[src/rtl/swap_sort_ctrl.sv]
// ============================================================================
// Module   : swap_sort_ctrl
// Purpose  : Sequences init/reverse/bubble-sort swap commands for an external
//            8-entry register file; reports busy, done and a swap count.
// Revision : 1.0 - initial release
// ============================================================================
`default_nettype none

module swap_sort_ctrl #(
    parameter int DATA_W = 4,
    parameter int NREG   = 8,
    parameter int IDX_W  = 3
) (
    input  logic                           clk,
    input  logic                           reset,
    input  logic                           start,
    input  logic [1:0]                     mode,
    input  logic                           preload,
    input  logic [NREG-1:0][DATA_W-1:0]    rf_r,
    output logic                           rf_init,
    output logic                           rf_swap,
    output logic [IDX_W-1:0]               rf_x,
    output logic [IDX_W-1:0]               rf_y,
    output logic                           busy,
    output logic                           done,
    output logic [4:0]                     swap_count
);

    localparam logic [2:0] S_IDLE = 3'd0;
    localparam logic [2:0] S_INIT = 3'd1;
    localparam logic [2:0] S_REV  = 3'd2;
    localparam logic [2:0] S_SORT = 3'd3;
    localparam logic [2:0] S_DONE = 3'd4;

    localparam logic [1:0] MODE_NOP  = 2'b00;
    localparam logic [1:0] MODE_REV  = 2'b01;
    localparam logic [1:0] MODE_DESC = 2'b11;

    localparam logic [IDX_W-1:0] MAX_IDX   = IDX_W'(NREG - 1);
    localparam logic [IDX_W-1:0] REV_LAST  = IDX_W'(NREG / 2 - 1);
    localparam logic [IDX_W-1:0] LAST_J    = IDX_W'(NREG - 2);
    localparam logic [IDX_W-1:0] LAST_PASS = IDX_W'(NREG - 2);
    localparam logic [4:0]       SWAP_MAX  = 5'd31;

    logic [2:0]        state;
    logic [2:0]        state_next;
    logic [IDX_W-1:0]  idx;
    logic [IDX_W-1:0]  idx_p1;
    logic [IDX_W-1:0]  pass_cnt;
    logic              pass_swapped;
    logic [1:0]        mode_lat;
    logic              preload_lat;
    logic              cmp_swap;
    logic [DATA_W-1:0] val_a;
    logic [DATA_W-1:0] val_b;

    // Operation state reached once any preload cycle is out of the way.
    function automatic logic [2:0] op_state(input logic [1:0] m);
        logic [2:0] s;
        s = S_SORT;
        if (m == MODE_NOP) begin
            s = S_DONE;
        end else if (m == MODE_REV) begin
            s = S_REV;
        end
        return s;
    endfunction

    // Compare reads the live register file, so it always sees the swap
    // committed on the previous edge.
    always_comb begin
        idx_p1   = idx + IDX_W'(1);
        val_a    = rf_r[idx];
        val_b    = rf_r[idx_p1];
        cmp_swap = (mode_lat == MODE_DESC) ? (val_a < val_b) : (val_a > val_b);
    end

    always_ff @(posedge clk) begin
        if (reset) begin
            state <= S_IDLE;
        end else begin
            state <= state_next;
        end
    end

    always_comb begin
        state_next = state;
        case (state)
            S_IDLE: begin
                if (start) begin
                    state_next = preload ? S_INIT : op_state(mode);
                end
            end
            S_INIT: state_next = op_state(mode_lat);
            S_REV: begin
                if (idx == REV_LAST) begin
                    state_next = S_DONE;
                end
            end
            S_SORT: begin
                if ((idx == LAST_J) &&
                    (!(pass_swapped || cmp_swap) || (pass_cnt == LAST_PASS))) begin
                    state_next = S_DONE;
                end
            end
            S_DONE:  state_next = S_IDLE;
            default: state_next = S_IDLE;
        endcase
    end

    always_comb begin
        rf_init = 1'b0;
        rf_swap = 1'b0;
        rf_x    = '0;
        rf_y    = '0;
        busy    = (state != S_IDLE);
        done    = (state == S_DONE);
        case (state)
            S_INIT: rf_init = preload_lat;
            S_REV: begin
                rf_swap = 1'b1;
                rf_x    = idx;
                rf_y    = MAX_IDX - idx;
            end
            S_SORT: begin
                rf_swap = cmp_swap;
                rf_x    = idx;
                rf_y    = idx_p1;
            end
            default: ;
        endcase
        // Register-file commands must never fire while reset is asserted.
        if (reset) begin
            rf_init = 1'b0;
            rf_swap = 1'b0;
        end
    end

    always_ff @(posedge clk) begin
        if (reset) begin
            idx          <= '0;
            pass_cnt     <= '0;
            pass_swapped <= 1'b0;
            mode_lat     <= '0;
            preload_lat  <= 1'b0;
            swap_count   <= '0;
        end else begin
            case (state)
                S_IDLE: begin
                    if (start) begin
                        idx          <= '0;
                        pass_cnt     <= '0;
                        pass_swapped <= 1'b0;
                        mode_lat     <= mode;
                        preload_lat  <= preload;
                        swap_count   <= '0;
                    end
                end
                S_REV: begin
                    idx <= (idx == REV_LAST) ? '0 : idx_p1;
                end
                S_SORT: begin
                    if (idx == LAST_J) begin
                        idx          <= '0;
                        pass_cnt     <= pass_cnt + IDX_W'(1);
                        pass_swapped <= 1'b0;
                    end else begin
                        idx          <= idx_p1;
                        pass_swapped <= pass_swapped | cmp_swap;
                    end
                end
                default: idx <= '0;
            endcase
            if (rf_swap && (swap_count != SWAP_MAX)) begin
                swap_count <= swap_count + 5'd1;
            end
        end
    end

endmodule

`default_nettype wire
[config.mk]
export PLATFORM = sky130hd
export DESIGN_NAME = swap_sort_ctrl
export DESIGN_NICKNAME = d
export VERILOG_FILES = /design/src/rtl/swap_sort_ctrl.sv
export SDC_FILE = /design/constraint.sdc
export NUM_CORES = 1
export LEC_CHECK = 0
export BUFFER_PORTS_ARGS = -buffer_cell sky130_fd_sc_hd__buf_4
export CAP_MARGIN = 30
export CORE_UTILIZATION = 55
export CTS_CLUSTER_DIAMETER = 100
export DETAILED_ROUTE_END_ITERATION = 12
export GPL_TIMING_DRIVEN = 0
export PLACE_DENSITY_LB_ADDON = 0.15
export SLEW_MARGIN = 25
export SYNTH_ARGS = -nofsm -noshare
export SYNTH_HDL_FRONTEND = slang
export SYNTH_SLANG_ARGS = --single-unit
[constraint.sdc]
create_clock -name clk -period 5.06 [get_ports clk]
set_input_delay 0.253 -clock clk [delete_from_list [all_inputs] [get_ports clk]]
set_output_delay 0.253 -clock clk [all_outputs]
set_load 0.03 [all_outputs]
== Word-level counts from Yosys, hierarchy flattened ==
Index checks and enable logic that the tools add are counted.
Storage, ports and cells
  bits in registers: 18
  bits of input ports: 38
  output and inout port bits: 15
  logic and storage cells: 81
Operators by class
  add/sub/neg operators: 4
  magnitude comparators: 4
  equality and inequality tests: 15
  mux-type cells: 32
  bitwise gates (word level): 1
  reduce and logical (&&, ||, !) cells: 18
Operator list (number)
  3-bit two-way mux: 11
  4-bit binary-select mux with 3-bit select: 2
  5-bit two-way mux: 3
  3-bit case mux with 2 select lines: 2
  3-bit case mux with 4 select lines: 1
  3-bit by 2-bit equality test with 1-bit output (second input constant): 3
  3-bit equality test (second input constant): 3
  3-bit case mux with 3 select lines: 1
  3-bit by 4-bit < comparator with 1-bit output (second input constant): 2
  1-bit two-way mux: 8
  4-bit two-way mux: 2
  2-bit != test (second input constant): 4
  3-bit by 1-bit adder with 3-bit output (second input constant): 2
  2-bit AND reduction: 3
  3-bit AND reduction: 2
  2-bit nonzero test: 3
  5-bit by 1-bit adder with 5-bit output (second input constant): 1
  5-bit != test (second input constant): 1
  2-bit by 1-bit equality test with 1-bit output (second input constant): 2
  4-bit greater-than comparator: 1
  2-bit logical NOT: 2
  4-bit < comparator: 1
  1-bit case mux with 2 select lines: 2
  3-bit by 1-bit equality test with 1-bit output (second input constant): 1
  9 further kinds: 11

== Depth between registers and ports, before layout ==
  depth in word-level cells: 11
  mapped depth: 13
  gate-level depth less buffers: 11

== Least setup slack after synthesis ==
OpenSTA, ideal clock, no wires.
  path kind: reg-to-output
  start point: reg idx[0]
  end point: out rf_swap
  data arrival time: 3.396 ns
  data required time: 4.807 ns
  slack: 1.411 ns
  cell stages (with the launch flop): 13
  buffers on the path: 2
  path through: dfxtp_1 -> buf_2 -> inv_1 -> ha_1 -> clkbuf_1 -> mux4_2 -> mux2_2 -> ha_1 -> nor2b_4 -> o211ai_2 -> a21oi_2 -> nor2_1 -> a211oi_1
On the way
  word-level cells in the longest chain between the ends: 7
  elaborated cells between the ends (all ways): 10
  classes of those cells: add/sub (1); order compare (2); mux (7)
Ends and longest elaborated chain
  start, declared: RTL line 47  | logic [IDX_W-1:0] idx;
  start signal, assigned: RTL line 160  | idx <= (idx == REV_LAST) ? '0 : idx_p1;
  start signal, assigned: RTL line 168  | idx <= idx_p1;
  3-bit by 1-bit adder with 3-bit output: RTL line 72  | idx_p1 = idx + IDX_W'(1);
  4-bit binary-select mux with 3-bit select: RTL line 74  | val_b = rf_r[idx_p1];
  4-bit two-way mux (not written as such): RTL line 74
  4-bit greater-than comparator or 4-bit < comparator (tied branches): RTL line 75  | cmp_swap = (mode_lat == MODE_DESC) ? (val_a < val_b) : (val_a > val_b);
  1-bit two-way mux *: RTL line 75
  1-bit case mux with 2 select lines *: RTL line 118  | case (state)
  1-bit two-way mux *: RTL line 133  | if (reset) begin
  end, declared: RTL line 21  | output logic rf_swap,
Mark *: on every way between the ends. The rest lies on a longest branch, timed or not. The select of a mux whose other input is x is not followed.

== Final worst setup path ==
Same ends and word-level chain as after synthesis.

==> impl_results.md <==
* Asr flop ratio synth at 0
* Type of the most critical hold path: input pin to flop
* Antenna viol nets, final at 0
* Post-synth EDFFs at 0
* Number of global-route vias before repair at roughly 1700
* Part of the cycle the worst path needs at 0.809
* CTS max path bufs at 2
* Die ar. at 3260 µm²
* Most used flip-flop cell after synthesis: sky130_fd_sc_hd__dfxtp_1
* Power per Cell Area at roughly 310 nW/µm²
* Core footprint at 2810 µm²
* Final count of negative-setup-slack endpoints at 0
* Final Critical Period at 4.09 ns
* Leading cell type in the layout, fill and taps excluded: sky130_fd_sc_hd__buf_4
* Number of detailed-routing iterations run before antenna repair at 9
* Number of gates resized after cts at 0
* Hold Crit Depth at 3
* Std-Cell Rows at 19
* Number of violations reported at the end of detailed-routing iteration 0 at roughly 100
* Slew headroom at 0.586
* Count of unique library cells instantiated by Yosys at 51
* Total number of vias at 1720
* Startpoint of the tightest hold check path: mode[1]
* Fraction of layout instances using a drive strength above 1 at 0.401
* Layout net count at about 290
* Overall track demand over capacity in global routing at 0.287
* Number of cells on the worst reg-to-reg path at 12
* Clock transition at the registers of the reported paths at roughly 0.11 ns
* Setup repair bufs after CTS at 0
* Category of the most critical setup path: flop to output pin
* Maximum number of pins on one net before global-route repair at 11
* Die height at approximately 57 µm
* Total length of routed wires at around 4400 µm
* Fin. max-slew vios at 0
* Unrepaired setup endpoints after global routing: false
* Initial core utilization at 0.595
* Pin slew with the least headroom to its limit at ~0.62 ns
* Overflow left after global routing at 0
* Launch instance of the worst register-to-register path: idx[0]$_SDFFE_PP0P_
* Worst-skew pair later-pin latency at 0.29 ns
* Cell at the root of the clock tree: sky130_fd_sc_hd__clkbuf_4
* Summed area of non-filler cells in the final layout at around 2100 µm²
* Highest-count cells in the layout ignoring fill and taps: sky130_fd_sc_hd__buf_4 (52), sky130_fd_sc_hd__nand2_1 (27), sky130_fd_sc_hd__nor2_1 (18), sky130_fd_sc_hd__dfxtp_1 (18), sky130_fd_sc_hd__mux4_2 (16)
* Outcome: finished with violations
* Highest fanout seen on the critical path at 10
* Flop-to-flop setup slack at roughly 1.4 ns
* Summed negative setup slack over all endpoints at 0 ns
* Worst Hold Endpoint: mode_lat[1]$_SDFFE_PP0P_
* Max capacitance violation total at 0
* Terminus of the critical flop-to-flop path: swap_count[0]$_SDFFE_PP0P_
* Core Util, Final at 0.760
* FILL cells at ~220
* Violated checks: DRC
* Ports placed on the boundary at between 50 and 60
* Wire length of the first global-routing pass at around 7400 µm
* Number of CTS-inserted buffers at 3
* Nets in the synthesized netlist at roughly 230
* H-tree levels at 1
* Register bit total from synthesis at 18
* Number of antenna violations at the first check in global routing at 0
* Mean instance size in the synthesized netlist at 9.21 µm²
* Number of vias per cell after detailed routing at 6.42
* Register area share after synthesis at 0.216
* Clock Sinks at 18
* Hold violation count in the final report at 0
* Number of warnings printed during yosys synthesis at 0
* Count of antenna diodes in the layout at 0
* Number of buffers inserted by port buffering at 52
* WL per Instance at between 15 and 20 µm
* IR Drop Worst-Case VDD at between 0.0002 and 0.00025 V
* Number of instances in the synthesized netlist at roughly 180
* Data arrival time of the critical path at ~3.8 ns
* Remaining design rule violation count at 6
* Leakage power figure at 0.000895 µW
* Post-place instance area at 2100 µm²
* Global placer's final weighted congestion at about 0.90
* Worst Setup Start Kind: flop
* Horiz. Die Dim at ~57 µm
* Area of the mapped netlist at 1670 µm²
* DP Wirelength at 3470 µm
* Setup crit end kind: output pin
* CTS tree: yes
* Layout Skew at approximately 0.0010 ns
* F_max at approximately 240 MHz
* Required time at the worst-slack endpoint at 4.81 ns
* Pwr Total at roughly 670 µW
* CTS Hold Bufs at 0
* Layout-stage area growth over the synthesis result at 27.9%
## how the worst max path moves through the flow
stage | depth (start not counted) | startpoint | end
CTS | 13 | idx[0]$_SDFFE_PP0P_ | rf_swap
detailed placement | 13 | idx[0]$_SDFFE_PP0P_ | rf_swap
global route | 13 | idx[0]$_SDFFE_PP0P_ | rf_swap
floorplan | 12 | idx[0]$_SDFFE_PP0P_ | rf_swap
global placement | 13 | idx[0]$_SDFFE_PP0P_ | rf_swap
finish | 13 | idx[0]$_SDFFE_PP0P_ | rf_swap
## final cells by class
type | count | area [µm²] | share of cell area
multi-input combinational | 146 | 1240 | 0.581
clock buffer | 4 | 36.3 | 0.0170
tap | 31 | 38.8 | 0.0182
buffer | 10 | 41.3 | 0.0194
timing repair buffer | 52 | 390 | 0.183
inverter | 7 | 26.3 | 0.0123
sequential | 18 | 360 | 0.169
## flip-flops by register name, indices dropped and copies added, names as in the netlist
name / count
swap_count: 5
idx: 3
pass_cnt: 3
state: 3
mode_lat: 2
pass_swapped: 1
preload_lat: 1
## per-stage QoR
step / std cells / setup slack (ns) / hold slack (ns)
after floorplan: 181 / 1.41 / 0.389
after global placement: 264 / 1.44 / 0.457
after detailed placement: 264 / 1.30 / 0.468
after CTS: 268 / 0.969 / 0.220
after global routing: 268 / 0.713 / 0.226
final: 268 / 0.966 / 0.222
## synthesized netlist by cell type (3+ instances only)
| master | instances | area share |
|---|---|---|
| sky130_fd_sc_hd__buf_2 | 3 | 0.0090 |
| sky130_fd_sc_hd__mux2i_1 | 4 | 0.024 |
| sky130_fd_sc_hd__dfxtp_1 | 18 | 0.22 |
| sky130_fd_sc_hd__nor3_1 | 3 | 0.0090 |
| sky130_fd_sc_hd__inv_1 | 5 | 0.011 |
| sky130_fd_sc_hd__o311ai_0 | 3 | 0.016 |
| sky130_fd_sc_hd__ha_1 | 12 | 0.090 |
| sky130_fd_sc_hd__clkbuf_1 | 7 | 0.016 |
| sky130_fd_sc_hd__nor2_1 | 18 | 0.041 |
| sky130_fd_sc_hd__mux4_2 | 16 | 0.22 |
| sky130_fd_sc_hd__nand2_1 | 27 | 0.061 |
| sky130_fd_sc_hd__a21oi_1 | 13 | 0.039 |
| sky130_fd_sc_hd__nand3_1 | 7 | 0.021 |
## routing by layer
| metal | track usage | share of wire |
|---|---|---|
| met1 | 0.358 | 0.40 |
| met2 | 0.518 | 0.53 |
| met3 | 0.0431 | 0.070 |
| met4 | 0.0801 | 0.0027 |
| met5 | 0 | 0 |
## cell families after synthesis
family / share of synthesized area
fa+ha+maj: 0.0900
simple gates: 0.232
flops: 0.216
xor+xnor: 0.0105
mux: 0.256
buf+inv: 0.0405
compound gates: 0.155
## critical path, cell delays in order (launching register included)
cell	delay [ns]
sky130_fd_sc_hd__dfxtp_1	0.36
sky130_fd_sc_hd__buf_2	0.29
sky130_fd_sc_hd__inv_1	0.10
sky130_fd_sc_hd__ha_1	0.28
sky130_fd_sc_hd__clkbuf_1	0.48
sky130_fd_sc_hd__mux4_2	0.41
sky130_fd_sc_hd__mux2_2	0.28
sky130_fd_sc_hd__ha_1	0.21
sky130_fd_sc_hd__nor2b_4	0.11
sky130_fd_sc_hd__o211ai_2	0.10
sky130_fd_sc_hd__a21oi_2	0.34
sky130_fd_sc_hd__nor2_1	0.11
sky130_fd_sc_hd__a211oi_1	0.27
sky130_fd_sc_hd__buf_4	0.21
## power breakdown
part / switching [µW] / internal (µW) / total [µW] / leakage [µW]
Combinational: 231 / 169 / 400 / 0.000728
Clock: 47.4 / 43.8 / 91.2 / 0.0000210
Sequential: 21.2 / 158 / 180 / 0.000146
Total: 300 / 372 / 671 / 0.000895
Power figures use the tool's default switching activity.
